--- src/rtl/mem_port_arbiter.sv ---
// Two-requester arbiter (CPU, host loader) for the single-port program/data memory.
// Optional MEM_ARB_STATS_EN adds saturating CPU-wait and host-grant counters.
module mem_port_arbiter #(
  parameter int AW      = 8,
  parameter int DW      = 16,
  parameter int MEM_LAT = 1
) (
  input  logic          clk,
  input  logic          Rst_n,
  input  logic          cpu_req,
  input  logic          cpu_we,
  input  logic [AW-1:0] cpu_addr,
  input  logic [DW-1:0] cpu_wdata,
  output logic [DW-1:0] cpu_rdata,
  output logic          cpu_ack,
  input  logic          host_req,
  input  logic          host_we,
  input  logic [AW-1:0] host_addr,
  input  logic [DW-1:0] host_wdata,
  output logic [DW-1:0] host_rdata,
  output logic          host_ack,
  input  logic          host_lock,
  output logic          mem_en,
  output logic          mem_we,
  output logic [AW-1:0] mem_addr,
  output logic [DW-1:0] mem_wdata,
  input  logic [DW-1:0] mem_rdata,
  output logic          busy
`ifdef MEM_ARB_STATS_EN
  ,
  output logic [15:0]   stat_cpu_wait,
  output logic [15:0]   stat_host_grants
`endif
);

  typedef enum logic [1:0] {IDLE, ACCESS, RESP} state_t;

  localparam logic [2:0] LAT_C = 3'(MEM_LAT);

  state_t        state_q, state_d;
  logic [2:0]    cnt_q, cnt_d;
  logic          grant_id_q, grant_id_d;     // 1 = host owns the current transaction
  logic          last_grant_q, last_grant_d; // 1 = host was granted most recently
  logic          mem_we_q, mem_we_d;
  logic [AW-1:0] mem_addr_q, mem_addr_d;
  logic [DW-1:0] mem_wdata_q, mem_wdata_d;
  logic [DW-1:0] cpu_rdata_q, cpu_rdata_d;
  logic [DW-1:0] host_rdata_q, host_rdata_d;

  logic cpu_elig, host_elig, grant_valid, pick_host;

  always_comb begin
    cpu_elig    = cpu_req & ~host_lock;
    host_elig   = host_req;
    grant_valid = (state_q == IDLE) && (cpu_elig || host_elig);
    // On contention the requester that did not win last time gets the port.
    pick_host   = host_elig && (!cpu_elig || !last_grant_q);
  end

  always_comb begin
    state_d      = state_q;
    cnt_d        = cnt_q;
    grant_id_d   = grant_id_q;
    last_grant_d = last_grant_q;
    mem_we_d     = mem_we_q;
    mem_addr_d   = mem_addr_q;
    mem_wdata_d  = mem_wdata_q;
    cpu_rdata_d  = cpu_rdata_q;
    host_rdata_d = host_rdata_q;
    case (state_q)
      IDLE: begin
        if (grant_valid) begin
          grant_id_d   = pick_host;
          last_grant_d = pick_host;
          mem_we_d     = pick_host ? host_we    : cpu_we;
          mem_addr_d   = pick_host ? host_addr  : cpu_addr;
          mem_wdata_d  = pick_host ? host_wdata : cpu_wdata;
          cnt_d        = 3'd0;
          state_d      = ACCESS;
        end
      end
      ACCESS: begin
        cnt_d = cnt_q + 3'd1;
        if (cnt_q == LAT_C) begin
          if (!mem_we_q) begin
            if (grant_id_q) host_rdata_d = mem_rdata;
            else            cpu_rdata_d  = mem_rdata;
          end
          // Write enable is only asserted for the duration of the access.
          mem_we_d = 1'b0;
          cnt_d    = 3'd0;
          state_d  = RESP;
        end
      end
      RESP:    state_d = IDLE;
      default: state_d = IDLE;
    endcase
  end

  always_ff @(posedge clk or negedge Rst_n) begin
    if (!Rst_n) begin
      state_q      <= IDLE;
      cnt_q        <= 3'd0;
      grant_id_q   <= 1'b0;
      last_grant_q <= 1'b1;
      mem_we_q     <= 1'b0;
      mem_addr_q   <= '0;
      mem_wdata_q  <= '0;
      cpu_rdata_q  <= '0;
      host_rdata_q <= '0;
    end else begin
      state_q      <= state_d;
      cnt_q        <= cnt_d;
      grant_id_q   <= grant_id_d;
      last_grant_q <= last_grant_d;
      mem_we_q     <= mem_we_d;
      mem_addr_q   <= mem_addr_d;
      mem_wdata_q  <= mem_wdata_d;
      cpu_rdata_q  <= cpu_rdata_d;
      host_rdata_q <= host_rdata_d;
    end
  end

  assign mem_en     = (state_q == ACCESS) && (cnt_q == 3'd0);
  assign mem_we     = mem_we_q;
  assign mem_addr   = mem_addr_q;
  assign mem_wdata  = mem_wdata_q;
  assign cpu_rdata  = cpu_rdata_q;
  assign host_rdata = host_rdata_q;
  assign cpu_ack    = (state_q == RESP) && !grant_id_q;
  assign host_ack   = (state_q == RESP) &&  grant_id_q;
  assign busy       = (state_q != IDLE);

`ifdef MEM_ARB_STATS_EN
  function automatic logic [15:0] sat_inc16(input logic [15:0] v, input logic en);
    return (en && v != 16'hFFFF) ? v + 16'd1 : v;
  endfunction

  logic [15:0] stat_cpu_wait_q, stat_cpu_wait_d;
  logic [15:0] stat_host_grants_q, stat_host_grants_d;
  logic        cpu_served;

  always_comb begin
    // The CPU counts as served from the cycle it is granted until its ack.
    cpu_served         = ((state_q != IDLE) && !grant_id_q) || (grant_valid && !pick_host);
    stat_cpu_wait_d    = sat_inc16(stat_cpu_wait_q, cpu_req && !cpu_served);
    stat_host_grants_d = sat_inc16(stat_host_grants_q, grant_valid && pick_host);
  end

  always_ff @(posedge clk or negedge Rst_n) begin
    if (!Rst_n) begin
      stat_cpu_wait_q    <= 16'd0;
      stat_host_grants_q <= 16'd0;
    end else begin
      stat_cpu_wait_q    <= stat_cpu_wait_d;
      stat_host_grants_q <= stat_host_grants_d;
    end
  end

  assign stat_cpu_wait    = stat_cpu_wait_q;
  assign stat_host_grants = stat_host_grants_q;
`endif

endmodule

--- config.mk ---
export PLATFORM = sky130hd
export DESIGN_NAME = mem_port_arbiter
export DESIGN_NICKNAME = d
export VERILOG_FILES = /design/src/rtl/mem_port_arbiter.sv
export SDC_FILE = /design/constraint.sdc
export NUM_CORES = 1
export LEC_CHECK = 0
export CORE_MARGIN = 1.5
export CORE_UTILIZATION = 30
export CTS_BUF_LIST = sky130_fd_sc_hd__clkbuf_8
export DETAILED_ROUTE_END_ITERATION = 8
export PLACE_DENSITY_LB_ADDON = 0.3
export SLEW_MARGIN = 20
export SYNTH_ARGS = -nofsm -noshare
export SYNTH_HDL_FRONTEND = slang
export SYNTH_SLANG_ARGS = --single-unit
--- constraint.sdc ---
create_clock -name clk -period 3.9 [get_ports clk]
set_input_delay 0.39 -clock clk [delete_from_list [all_inputs] [get_ports clk]]
set_output_delay 0.39 -clock clk [all_outputs]
set_load 0.005 [all_outputs]
# After elaboration in Yosys (flattened, before gate mapping)
# Cells that the tools add are included.
[word_totals]
ff_bits = 64
latchBits = 0
mem_bits_rw = 0
romBits = 0
output_inout_bits = 61
elab_cells = 51
mem_count = 0
[op_classes]
add_sub_neg = 1
multipliers = 0
div_mod_pow = 0
magnitude_cmp = 0
n_eq_ne = 5
n_shift = 0
mux = 12
bitwise_logic = 4
reduce_logical = 20
[op_table]
columns = ["operator", "n"]
rows = [
  ["two-way mux 16 bit", 1],
  ["two-way mux 8 bit", 1],
  ["AND reduction 4 bit", 2],
  ["two-way mux 3 bit", 2],
  ["case mux 3 bit (2 select lines)", 1],
  ["AND reduction 2 bit", 3],
  ["logical AND 1 bit", 5],
  ["two-way mux 2 bit", 2],
  ["!= test 2 bit, second input constant", 2],
  ["case mux 2 bit (2 select lines)", 1],
  ["nonzero test 2 bit", 2],
  ["adder 3 x 1 -> 3 bit, second input constant", 1],
  ["== test 3 x 1 -> 1 bit, second input constant", 1],
  ["zero test 1 bit", 3],
  ["zero test 3 bit", 1],
  ["two-way mux 1 bit", 3],
  ["NOT 1 bit", 3],
  ["AND reduction 3 bit", 1],
  ["== test 2 x 1 -> 1 bit, second input constant", 1],
  ["== test 2 bit, second input constant", 1],
  ["zero test 2 bit", 1],
  ["logical OR 1 bit", 2],
  ["case mux 1 bit (2 select lines)", 1],
  ["AND 1 bit", 1],
]

# Depth between registers and ports, before layout
[logic_depth]
depth_word = 8
mapped_depth = 5
depth_no_buf = 3

# Worst setup path after synthesis
# No wires, ideal clock.
[synth_timing]
path_type = "register to output"
start = "register state_q[1]"
end = "output port mem_en"
arrival_time_ps = 1057
required_ps = 3510
setup_slack_ps = 2453
stages_incl_launch_ff = 4
path_cell_list = "dfrtp_1 and2b_2 or2b_1 nor3_1"
[synth_via]
elab_chain_len = 2
[synth_rtl]
columns = ["item", "line_no", "source"]
rows = [
  ["start, declared", "40", "state_t state_q, state_d;"],
  ["start signal, assigned", "112", "state_q <= state_d;"],
  ["== test 2 x 1 -> 1 bit", "124", "assign mem_en = (state_q == ACCESS) && (cnt_q == 3'd0);"],
  ["logical AND 1 bit", "124", ""],
  ["end, declared", "23", "output logic mem_en,"],
]
# Every way passes these cells.

# Final worst setup path
# Same ends and word-level chain as after synthesis.

==> out/qor.yml <==
floorplanning:
  die_area_sq_mm: 0.0112
  pin_count: 132
  start_util: 0.308
  num_rows: 37
  core_sq_mm: 0.0103
  die_h_microns: 106
  die_x_microns: 106
worst_setup_path:
  r2r_start: "last_grant_q"
  cp_max_fo: 5
  path_delay_family: "simple AND/OR/NAND/NOR gates"
  path_buf_inv: 1
  reg2reg_to: "mem_addr[3]"
  start_kind: "flip-flop"
  cp_data_required_time_ns: 3.51
  worst_path_largest_cell_delay_ns: 0.53
  crit_path_top_delay_cell: "clkdlybuf4s50_1"
  worstPathCellList: "and2b_2 -> or2b_1 -> nor3_1 -> clkdlybuf4s50_1"
  cp_data_arrival_time_ns: 2.01
  rrSetupSlack_ns: 1.89
  endpoint_kind: "output port"
  crit_type: "flip-flop to output port"
  worst_r2r_path_depth: 3
grt:
  grt_pass1_wl_microns: 14000
  first_global_vias: 2653
  overflow: 0
  grt_max_degree: 51
  groute.usage.overall: 0.160
  antenna_found_initial: 0
clock_tree:
  cts_setup_buffers: 0
  htreeDepth: 3
  clock-root-buffer: "clkbuf_8"
  cts_tree: "yes"
  insertion_delay_ns: 0.33
  cts-resized-gates: 0
  clk_pin_slew_ns: 0.07
  ctsHoldBuffers: 0
  numCtsBuffers: 9
  cts.path.max_buffers: 2
  clock_sinks: 64
sta:
  setup_violations: 0
  finClkSkew_ns: 0.00603
  relSlewSlack: 0.348
  setup_tns_ns: 0
  hold_ws_ns: 0.165
  slew_violations: 0
  min_period_over_period: 0.616
  rsz0062_at_grt: "false"
  tightest_slew_ns: 0.974
  setup_ws_ns: 1.50
  fmaxAchievable_mhz: 416
  finalHoldViolCount: 0
  period_needed_ns: 2.40
finish:
  nNetsFinal: 448
  final_area_sq_mm: 0.00475
  fill_cells: 981
  syn_to_final_growth_pct: 49.9
  layout-drive-gt1-share: 0.161
  n_antenna_cell: 0
logic_synthesis:
  synth_top_cell_area_share: 0.498
  avgSynthCellArea_sq_um: 12.4
  synth.area.top_cells: "dfrtp_1 50%, mux2_4 9.5%, a221oi_1 6.6%"
  async_reset_ff_frac: 1.00
  synth_flop_cell: "dfrtp_1"
  synthesis.area_sq_mm: 0.00317
  synthCells: 255
  syn_nets: 326
  synth.ff_latch_count: 64
  ys_seq_area_frac: 0.506
  ys_types: 38
  synth_edf_count: 0
  synth_area_leader_cell: "dfrtp_1"
  yosys_warnings: 0
routing:
  vias: 2589
  met3_wirelength_microns: 994
  wl_met1_microns: 3970
  wl_microns: 8910
  drc: 0
  drtIter0Drc: 96
  ant_nets: 0
  wl_per_cell_microns: 17.3
  via_per_inst: 5.02
  first_pass_iters: 4
  top_layer: "met4"
  route.met2.wl_microns: 3790
placed_design:
  place_area_sq_mm: 0.00454
  dp_hpwl_microns: 5950
  port_buffers: 131
  pre_cts_ws_ns: 1.33
  gp_congestion: 0.748
pwr:
  switching_share: 0.297
  p_seq_frac: 0.352
  p_per_area_mw_per_mm2: 733
  p_sw_mw: 1.04
  intPower_mw: 2.45
  p_leak_nw: 1.95
  p_clk_frac: 0.178
  ir_drop_v: 0.000347
  power.total_mw: 3.48
  combPwrFrac: 0.470
run_status:
  status: "completed"
flow_run:
  max_cap_viol_count: 0
hold_path:
  hp-class: "input pin to asynchronous set/reset pin"
==> placed cells by master (no fill, tap or decap), types with 2 or more instances in the layout <==
cell type / netlist / final
inv_1: 2 / 2
clkinv_2: 0 / 2
a221oi_1: 24 / 24
buf_4: 3 / 3
o21ai_0: 22 / 22
a21oi_1: 2 / 2
o2bb2ai_1: 2 / 2
a2bb2oi_1: 24 / 24
nand3b_1: 3 / 3
and3b_1: 2 / 2
dfrtp_1: 63 / 63
nand4_4: 2 / 2
nand2_1: 4 / 4
bufinv_16: 0 / 2
mux2_2: 12 / 12
nand2b_1: 3 / 3
o21ai_1: 3 / 3
a31o_2: 2 / 2
mux2_4: 20 / 20
clkbuf_8: 0 / 10
and2_1: 24 / 24
a21o_1: 2 / 2
clkdlybuf4s50_1: 0 / 130
==> worst max path at each step <==
stage                          start  endpoint  slack (ns)  cells past startpoint
final                     state_q[1]    mem_en        1.50                      4
after global routing      state_q[1]    mem_en        1.42                      4
after CTS                 state_q[1]    mem_en        1.47                      4
after detailed placement    host_req  cnt_q[0]        1.33                      5
after global placement      host_req  cnt_q[0]        1.40                      5
after floorplan           state_q[1]    mem_en        2.45                      3
==> kinds of logic (layout without fill, tap and decap cells) <==
| logic type | count (synthesis) | count (layout) | synth area share |
|---|---|---|---|
| and+or+nand+nor | 48 | 48 | 0.107 |
| DFF | 64 | 64 | 0.506 |
| muxes | 32 | 32 | 0.137 |
| buffers and inverters | 26 | 151 | 0.0439 |
| AOI/OAI and AO/OA | 85 | 85 | 0.205 |
==> registers in the layout, summed over array words and instances, names as in the netlist <==
register / flops
cnt_q: 3
cpu_rdata: 16
grant_id_q: 1
host_rdata: 16
last_grant_q: 1
mem_addr: 8
mem_wdata: 16
mem_we: 1
state_q: 2
==> power groups by stage <==
stage,logic (mW),clock network [mW],registers (mW)
floorplan,0.814,0,1.20
global placement,1.63,0,1.22
detailed placement,1.66,0,1.22
CTS,1.66,0.635,1.23
global route,1.76,0.664,1.27
finish,1.64,0.619,1.22
==> cell type report <==
class | instances | area (sq um) | area share
Clock buffer | 10 | 138 | 0.0290
Clock inverter | 4 | 70.1 | 0.0148
Inverter | 3 | 11.3 | 0.00237
Multi-Input combinational cell | 165 | 1430 | 0.300
Sequential cell | 64 | 1600 | 0.338
Tap cell | 136 | 170 | 0.0359
Timing Repair Buffer | 134 | 1330 | 0.280
==> layer usage <==
metal  up-vias  track usage
li1       1205            -
met1      1240        0.206
met2       130        0.238
met3        14       0.0717
met4         0       0.0569
met5         -            0
==> cells in the mapped netlist, types with 2 or more instances <==
cell       count
dfrtp_1       63
buf_6          3
o2bb2ai_1      2
nand2b_1       3
nand2_1        4
a2bb2oi_1     24
o21ai_0       22
mux2_4        20
nand3b_1       3
o21ai_1        3
a221oi_1      24
nand4_4        2
and3b_1        2
inv_1          2
mux2_2        12
a31o_2         2
a21oi_1        2
buf_4          3
clkbuf_1      11
and2_1        24
buf_2          6
a21o_1         2
==> through the flow <==
stage               cells   util
global placement      502  0.442
CTS                   516  0.462
finish                516  0.462
detailed placement    502  0.442
floorplan             255      -
global route          516  0.462
(Power assumes the default switching activity.)
